==> config.mk <==
export PLATFORM = sky130hd
export DESIGN_NAME = adc_peak_capture
export DESIGN_NICKNAME = d
export VERILOG_FILES = /design/src/rtl/adc_peak_capture.sv
export SDC_FILE = /design/constraint.sdc
export NUM_CORES = 1
export LEC_CHECK = 0
export CAP_MARGIN = 20
export CORE_AREA = 5 5 87 89
export CTS_CLUSTER_SIZE = 30
export DETAILED_ROUTE_END_ITERATION = 12
export DIE_AREA = 0 0 92 94
export GPL_TIMING_DRIVEN = 0
export SYNTH_ARGS = -nofsm -noshare
export SYNTH_HDL_FRONTEND = slang
export SYNTH_SLANG_ARGS = --single-unit
==> constraint.sdc <==
create_clock -name clk -period 2.03 [get_ports clk]
set_clock_uncertainty 0.05 [all_clocks]
set_input_delay 0.203 -clock clk [delete_from_list [all_inputs] [get_ports clk]]
set_output_delay 0.203 -clock clk [all_outputs]
set_load 0.005 [all_outputs]
==> src/rtl/adc_peak_capture.sv <==
// ADC peak capture for a pulse-height analyser.
// The comparator flag is synchronised and the ADC stream is delayed by the
// same two cycles, so every sample lines up with the synchronised flag.
// Pulses of MIN_WIDTH..MAX_WIDTH cycles produce one peak event on a
// valid/ready output. Too-short, too-long, overflow and pile-up events raise
// a one-cycle reject pulse instead.
// Optional feature: define MCA_REJECT_CNT_EN to get a saturating 16-bit
// reject counter on rej_cnt. Without it, rej_cnt is tied to zero.
module adc_peak_capture #(
    parameter int ADC_W     = 10,
    parameter int MIN_WIDTH = 2,
    parameter int MAX_WIDTH = 64,
    parameter int DEAD_TIME = 4
) (
    input  logic             clk,
    input  logic             rst_n,
    input  logic             comparator,
    input  logic [ADC_W-1:0] adc_in,
    output logic [ADC_W-1:0] peak_out,
    output logic             peak_valid,
    input  logic             peak_ready,
    output logic             busy,
    output logic             reject,
    output logic [15:0]      rej_cnt
);

    localparam int WIDTH_W = $clog2(MAX_WIDTH + 1);
    localparam int DEAD_W  = $clog2(DEAD_TIME + 1);

    localparam logic [WIDTH_W-1:0] WIDTH_MAX = WIDTH_W'(MAX_WIDTH);
    localparam logic [WIDTH_W-1:0] WIDTH_MIN = WIDTH_W'(MIN_WIDTH);
    localparam logic [WIDTH_W-1:0] WIDTH_ONE = WIDTH_W'(1);
    localparam logic [DEAD_W-1:0]  DEAD_LAST = DEAD_W'(DEAD_TIME - 1);

    typedef enum logic [1:0] {
        IDLE  = 2'd0,
        PULSE = 2'd1,
        DEAD  = 2'd2
    } state_t;

    state_t             state;
    logic               comp_meta;
    logic               comp_s;
    logic               comp_prev;
    logic [ADC_W-1:0]   adc_d1;
    logic [ADC_W-1:0]   adc_d;
    logic [ADC_W-1:0]   peak;
    logic [WIDTH_W-1:0] width;
    logic [DEAD_W-1:0]  dead_cnt;
    logic               slot_free;
    logic               comp_rise;

    // The output slot can take a new event if it is empty or is being consumed now.
    assign slot_free = !peak_valid || peak_ready;
    assign comp_rise = comp_s && !comp_prev;

    // Synchronise the comparator and delay the ADC samples to stay aligned with it.
    always_ff @(posedge clk or negedge rst_n) begin
        if (!rst_n) begin
            comp_meta <= 1'b0;
            comp_s    <= 1'b0;
            comp_prev <= 1'b0;
            adc_d1    <= '0;
            adc_d     <= '0;
        end else begin
            comp_meta <= comparator;
            comp_s    <= comp_meta;
            comp_prev <= comp_s;
            adc_d1    <= adc_in;
            adc_d     <= adc_d1;
        end
    end

    // Pulse qualification FSM with registered event, busy and reject outputs.
    always_ff @(posedge clk or negedge rst_n) begin
        if (!rst_n) begin
            state      <= IDLE;
            peak       <= '0;
            width      <= '0;
            dead_cnt   <= '0;
            peak_out   <= '0;
            peak_valid <= 1'b0;
            busy       <= 1'b0;
            reject     <= 1'b0;
        end else begin
            reject <= 1'b0;
            if (peak_valid && peak_ready) begin
                peak_valid <= 1'b0;
            end
            case (state)
                IDLE: begin
                    if (comp_s) begin
                        state <= PULSE;
                        busy  <= 1'b1;
                        peak  <= adc_d;
                        width <= WIDTH_ONE;
                    end
                end
                PULSE: begin
                    if (comp_s) begin
                        if (width < WIDTH_MAX) begin
                            width <= width + 1'b1;
                            if (adc_d > peak) begin
                                peak <= adc_d;
                            end
                        end else begin
                            reject   <= 1'b1;
                            state    <= DEAD;
                            dead_cnt <= '0;
                        end
                    end else begin
                        state    <= DEAD;
                        dead_cnt <= '0;
                        if (width < WIDTH_MIN) begin
                            reject <= 1'b1;
                        end else if (slot_free) begin
                            peak_out   <= peak;
                            peak_valid <= 1'b1;
                        end else begin
                            reject <= 1'b1;
                        end
                    end
                end
                DEAD: begin
                    if (comp_rise) begin
                        reject <= 1'b1;
                    end
                    if (dead_cnt == DEAD_LAST) begin
                        if (!comp_s) begin
                            state <= IDLE;
                            busy  <= 1'b0;
                        end
                    end else begin
                        dead_cnt <= dead_cnt + 1'b1;
                    end
                end
                default: begin
                    state <= IDLE;
                    busy  <= 1'b0;
                end
            endcase
        end
    end

`ifdef MCA_REJECT_CNT_EN
    // Count reject pulses, holding at full scale instead of wrapping.
    always_ff @(posedge clk or negedge rst_n) begin
        if (!rst_n) begin
            rej_cnt <= 16'd0;
        end else if (reject && (rej_cnt != 16'hFFFF)) begin
            rej_cnt <= rej_cnt + 16'd1;
        end
    end
`else
    assign rej_cnt = 16'd0;
`endif

endmodule

After elaboration in Yosys (flattened, before gate mapping)

Index checks and enable logic that the tools add are counted.

Add/subtract/negate cells: 2
$lt $le $gt $ge: 3
Equality and inequality tests: 11
Multiplexer cells: 34
Bitwise logic cells: 3
Reductions and logical operators: 14

Operators with widths:

| kind                                                                         | count |
|---|---|
| 10-bit two-way mux                                                           | 4 |
| 7-bit two-way mux                                                            | 3 |
| 10-bit one-hot mux with 2 select lines                                       | 1 |
| 4-bit AND reduction                                                          | 4 |
| 2-bit inequality test, second input constant                                 | 7 |
| 7-bit one-hot mux with 2 select lines                                        | 1 |
| 1-bit two-way mux                                                            | 13 |
| 10-bit greater-than comparator                                               | 1 |
| 2-bit two-way mux                                                            | 5 |
| 3-bit two-way mux                                                            | 3 |
| 7-bit by 1-bit adder with 7-bit output, second input constant                | 1 |
| 7-bit by 2-bit less-than comparator with 1-bit output, second input constant | 1 |
| 7-bit less-than comparator, second input constant                            | 1 |
| 2-bit one-hot mux with 3 select lines                                        | 1 |
| 3-bit one-hot mux with 2 select lines                                        | 1 |
| 5-bit AND reduction                                                          | 1 |
| 2-bit nonzero test                                                           | 2 |
| 3-bit by 1-bit adder with 3-bit output, second input constant                | 1 |
| 3-bit by 2-bit == test with 1-bit output, second input constant              | 1 |
| 3-bit inequality test, second input constant                                 | 1 |
| 1-bit inverter                                                               | 3 |
| 1-bit one-hot mux with 3 select lines                                        | 1 |
| 3-bit AND reduction                                                          | 1 |
| 2-bit by 1-bit == test with 1-bit output, second input constant              | 1 |
| 6 further kinds                                                              | 8 |

Flip-flop bits (word level): 58
Bits of input ports: 14
Output and inout bits: 29
Logic and storage cells: 80

Depth between registers and ports, before layout

Word-level depth: 6
Depth in mapped cells: 8
Gate-level depth less buffers: 7

Least setup slack after synthesis

OpenSTA, ideal clock, no wires.

Path kind: register -> register
Start point: register adc_d[7]
End point: register peak[0]
Library setup time: 0.125 ns
Arrival time: 1.819 ns
Data required time: 1.855 ns
Slack: 0.036 ns
Stages on the path, launching flop included: 6
Buffers on the path: 0
Clock period less this slack: 1.994 ns
Path through: dfrtp_1 -> ha_1 -> a211oi_1 -> o21ai_1 -> o32ai_4 -> mux2_2

Word-level cells in the longest chain between the ends: 3

Ends and longest elaborated chain:

| element                                | line | RTL |
|---|---|---|
| start, declared                        | 46   | `logic [ADC_W-1:0] adc_d;` |
| start signal, assigned                 | 64   | `adc_d <= '0;` |
| start signal, assigned                 | 70   | `adc_d <= adc_d1;` |
| 10-bit greater-than comparator         | 103  | `if (adc_d > peak) begin` |
| 2-bit inequality test (no source line) | n/a  |  |
| 5-bit AND reduction (no source line)   | n/a  |  |
| end signal, assigned                   | 78   | `peak <= '0;` |
| end signal, assigned                   | 95   | `peak <= adc_d;` |
| end signal, assigned                   | 104  | `peak <= adc_d;` |
| end, declared                          | 47   | `logic [ADC_W-1:0] peak;` |

No other way between the ends.
A chain may end at the register's enable or synchronous reset.

Worst setup path after layout

Start point: register peak[3]
End point: register peak[4]

Word-level cells in the longest chain between the ends: 3

Ends and longest elaborated chain:

| element                                | line |
|---|---|
| 10-bit greater-than comparator         | 103 |
| 2-bit inequality test (no source line) | n/a |
| 5-bit AND reduction (no source line)   | n/a |

No other way between the ends.

==> run_results.csv <==
group,metric,value,unit
cts,clock_latency,340,ps
placement,dp_cells,328,
critical_path,cp_cell_sequence,"inv_1, ha_4, a21o_1, nand3_1, a21oi_1, o32ai_4, clkbuf_16, mux2_4",
yosys,syn_inst,206,
cts,cts_root_buffer,"clkbuf_8",
placement,numPortBuffers,26,
drt,drt_iter0_drc,53,
min_path,hp-class,"in -> reg",
yosys,synth_compound_area_frac,0.0714,
layout,num_antenna_cells,0,
timing,rsz0062_at_grt,"yes",
flow_run,maxCapViolCount,0,
yosys,ys_seq_area_frac,0.560,
timing,fin_ws,-52.1,ps
critical_path,path_class,"reg -> reg",
timing,maxSlewHeadroom,0.598,
pwr,leakage,1.62,nW
critical_path,cp_max_fo,5,
cts,cts_tree,"built",
timing,fmax,0.480,GHz
placement,place_hpwl,3.14,mm
yosys,synth_top_family_by_area,"multiplexers",
floorplanning,die_w,92,um
yosys,ys_ff_latch,58,
drt,wl_per_cell,12.9,um
outcome,status,"finished, violations left",
timing,finalSetupViolations,8,
pwr,power.density,1320,nW/um^2
layout,fin_cells,353,
timing,finalCritPeriodShare,1.03,
yosys,synthMuxAreaShare,0.110,
pwr,ir_worst_vdd,0.000424,V
global_routing,grt-ovfl-total,0,
timing,maxSlewViolCount,0,
critical_path,end_kind,"flip-flop",
drt,final_antenna_net_count,0,
floorplanning,initial_core_util,0.388,
global_routing,grtUsageTotal,0.114,
layout,area_growth,31.2,%
yosys,synthSimpleGateAreaFrac,0.0873,
timing,layout_min_cycle_time,2080,ps
yosys,synth_xor_area_frac,0.0135,
layout,design_area,3400,um^2
drt,wl,4.55,mm
yosys,syn_avg_cell_area,12.6,um^2
placement,place_area,3030,um^2
global_routing,grt_max_degree,33,
critical_path,cpPeakStageDelay,400,ps
layout,layout-drive-gt1-share,0.300,
floorplanning,die_area,8650,um^2
yosys,synth.distinct_cells,40,
timing,worst_slew_pin_slew,603,ps
placement,place_congestion,0.719,
drt,vias,1585,
layout,nFillCells,599,
yosys,synth_area,2590,um^2
cts,clock_sinks,58,
critical_path,slowest_stage,"dfrtp_1",
global_routing,grt_pass1_vias,1688,
timing,hold_viol_final,0,
layout,finalNetCount,298,
critical_path,cp-start-kind,"flip-flop",
floorplanning,core,6680,um^2
drt,drtPass1Iterations,4,
floorplanning,ioPinCount,43,
placement,pre_cts_ws,-211,ps
pwr,power,4.50,mW
cts,path_clk_slew,70,ps
critical_path,required,2200,ps
global_routing,antenna_found_initial,0,
cts,clockBufferDepth,2,
floorplanning,rows,30,
drt,drc_errors,0,
cts,h-tree-depth,3,
yosys,synth_fa_ha_area_frac,0.0772,
timing,final.setup.tns,-304,ps
drt,viasPerCell,4.49,
floorplanning,die_y,94,um
outcome,failed_checks,"setup timing",
global_routing,grt_pass1_wl,7.60,mm
yosys,synth_warnings,0,
critical_path,arrival,2250,ps
cts,numCtsBuffers,9,
## state kept, by name, summed over array words and instances, names as in the netlist
signal      count
comp_meta       1
comp_s          1
state           2
peak_out       10
adc_d1         10
dead_cnt        3
reject          1
width           7
busy            1
peak_valid      1
peak           10
comp_prev       1
adc_d          10
## critical path: cells and delay by family, from the launching register on
kind                       cells  cell delay (ps)
adders and majority gates      1              220
DFF                            1              400
and+or+nand+nor                1               70
buffers and inverters          2              330
AOI/OAI and AO/OA              3              600
muxes                          1              290
## cell type report
cell class	count	area (um^2)	area share
clock inverters	5	30.0	0.00883
plain buffers	18	139	0.0408
inverters	17	63.8	0.0188
multi-input cells	127	1090	0.321
clock buffers	11	141	0.0416
flip-flops and latches	58	1450	0.427
well taps	80	100	0.0294
repair buffers	37	383	0.113
## cells in the final DEF (no fill, tap or decap), drive strengths merged
master and n:
o32ai 1, ha 16, clkinvlp 2, or2b 1, a21o 1, mux2 22, a22o 1, inv 17
buf 28, dlygate4sd3 1, a21oi 6, nand4 4, o21a 1, clkbuf 12, nand3 1, nor2b 3
a211oi 1, nand2b 2, a31oi 1, a22oi 1, or4 1, o31ai 1, nor3 3, a2bb2oi 1
clkinv 3, o21ai 10, o22ai 2, and2b 1, xor2 4, nand2 10, and3 1, dfrtp 58
conb 16, and2 2, clkdlybuf4s50 25, nor2 13
## power by group
group | internal [mW] | total (mW) | leakage, nW | switching, mW
registers | 1.47 | 1.69 | 0.713 | 0.215
logic | 1.15 | 1.90 | 0.821 | 0.753
clock network | 0.469 | 0.909 | 0.0851 | 0.440
total | 3.09 | 4.50 | 1.62 | 1.41
## routing by layer
metal  part of all wire  wire (um)  vias up  GRT usage
li1                   -          -      786          -
met1               0.46       2080      756      0.132
met2               0.48       2190       32      0.184
met3              0.041        186       11     0.0369
met4              0.021         97        0     0.0705
met5                  0          0        -          0
## final timing paths
check,depth (start not counted),end,slack [ps],start
min,1,adc_d1[2]$_DFF_PN0_,260,adc_in[2]
max reg2reg,8,peak[4]$_DFFE_PN0P_,-50,peak[3]$_DFFE_PN0P_
max,8,peak[4]$_DFFE_PN0P_,-50,peak[3]$_DFFE_PN0P_
min reg2reg,0,adc_d[8]$_DFF_PN0_,300,adc_d1[8]$_DFF_PN0_
max in group asynchronous,3,state[0]$_DFFE_PN0P_,990,rst_n
min in group asynchronous,2,peak_out[1]$_DFFE_PN0P_,350,rst_n
## cell families after synthesis
| logic type | count (synthesis) |
|---|---|
| buf+inv | 36 |
| fa+ha+maj | 16 |
| other cells | 1 |
| xor+xnor | 4 |
| simple gates | 42 |
| mux | 22 |
| compound gates | 27 |
| flops | 58 |
## metrics by stage
step,hold slack (ps),utilization
global route,242,0.509
global placement,285,0.451
finish,257,0.509
detailed placement,200,0.453
CTS,238,0.482
floorplan,-143,-
## repair_timing
action / 4_1_cts / 5_1_grt
endpoints found under the setup margin: 10 / 12
endpoints found under the hold margin: 26 / 0
hold buffers: 1 / 0
pin swaps: 2 / 5
setup buffers: 1 / 7
cloned: 0 / 1
gates resized for setup: 0 / 19
## Yosys cell counts, drive strengths merged
master    n  area share
and2b     1      0.0029
a22oi     1      0.0029
xor2      4       0.014
nor2b     3       0.010
a211oi    1      0.0029
mux2     22        0.11
nor2     13       0.022
a2bb2oi   1      0.0034
o31ai     1      0.0029
a22o      1      0.0034
nand2    10       0.014
and3      1      0.0024
a21o      1      0.0029
and2      2      0.0048
o32ai     1       0.011
o21a      1      0.0029
a21oi     6       0.013
or4       1      0.0029
buf      19       0.055
dfrtp    58        0.56
nand4     4      0.0096
nor3      3      0.0077
nand2b    2      0.0058
conb      1      0.0014
ha       16       0.077
o21ai    10       0.019
or2b      1      0.0029
nand3     1      0.0019
a31oi     1      0.0024
inv      17       0.025
o22ai     2      0.0048
(Power assumes the default switching activity.)
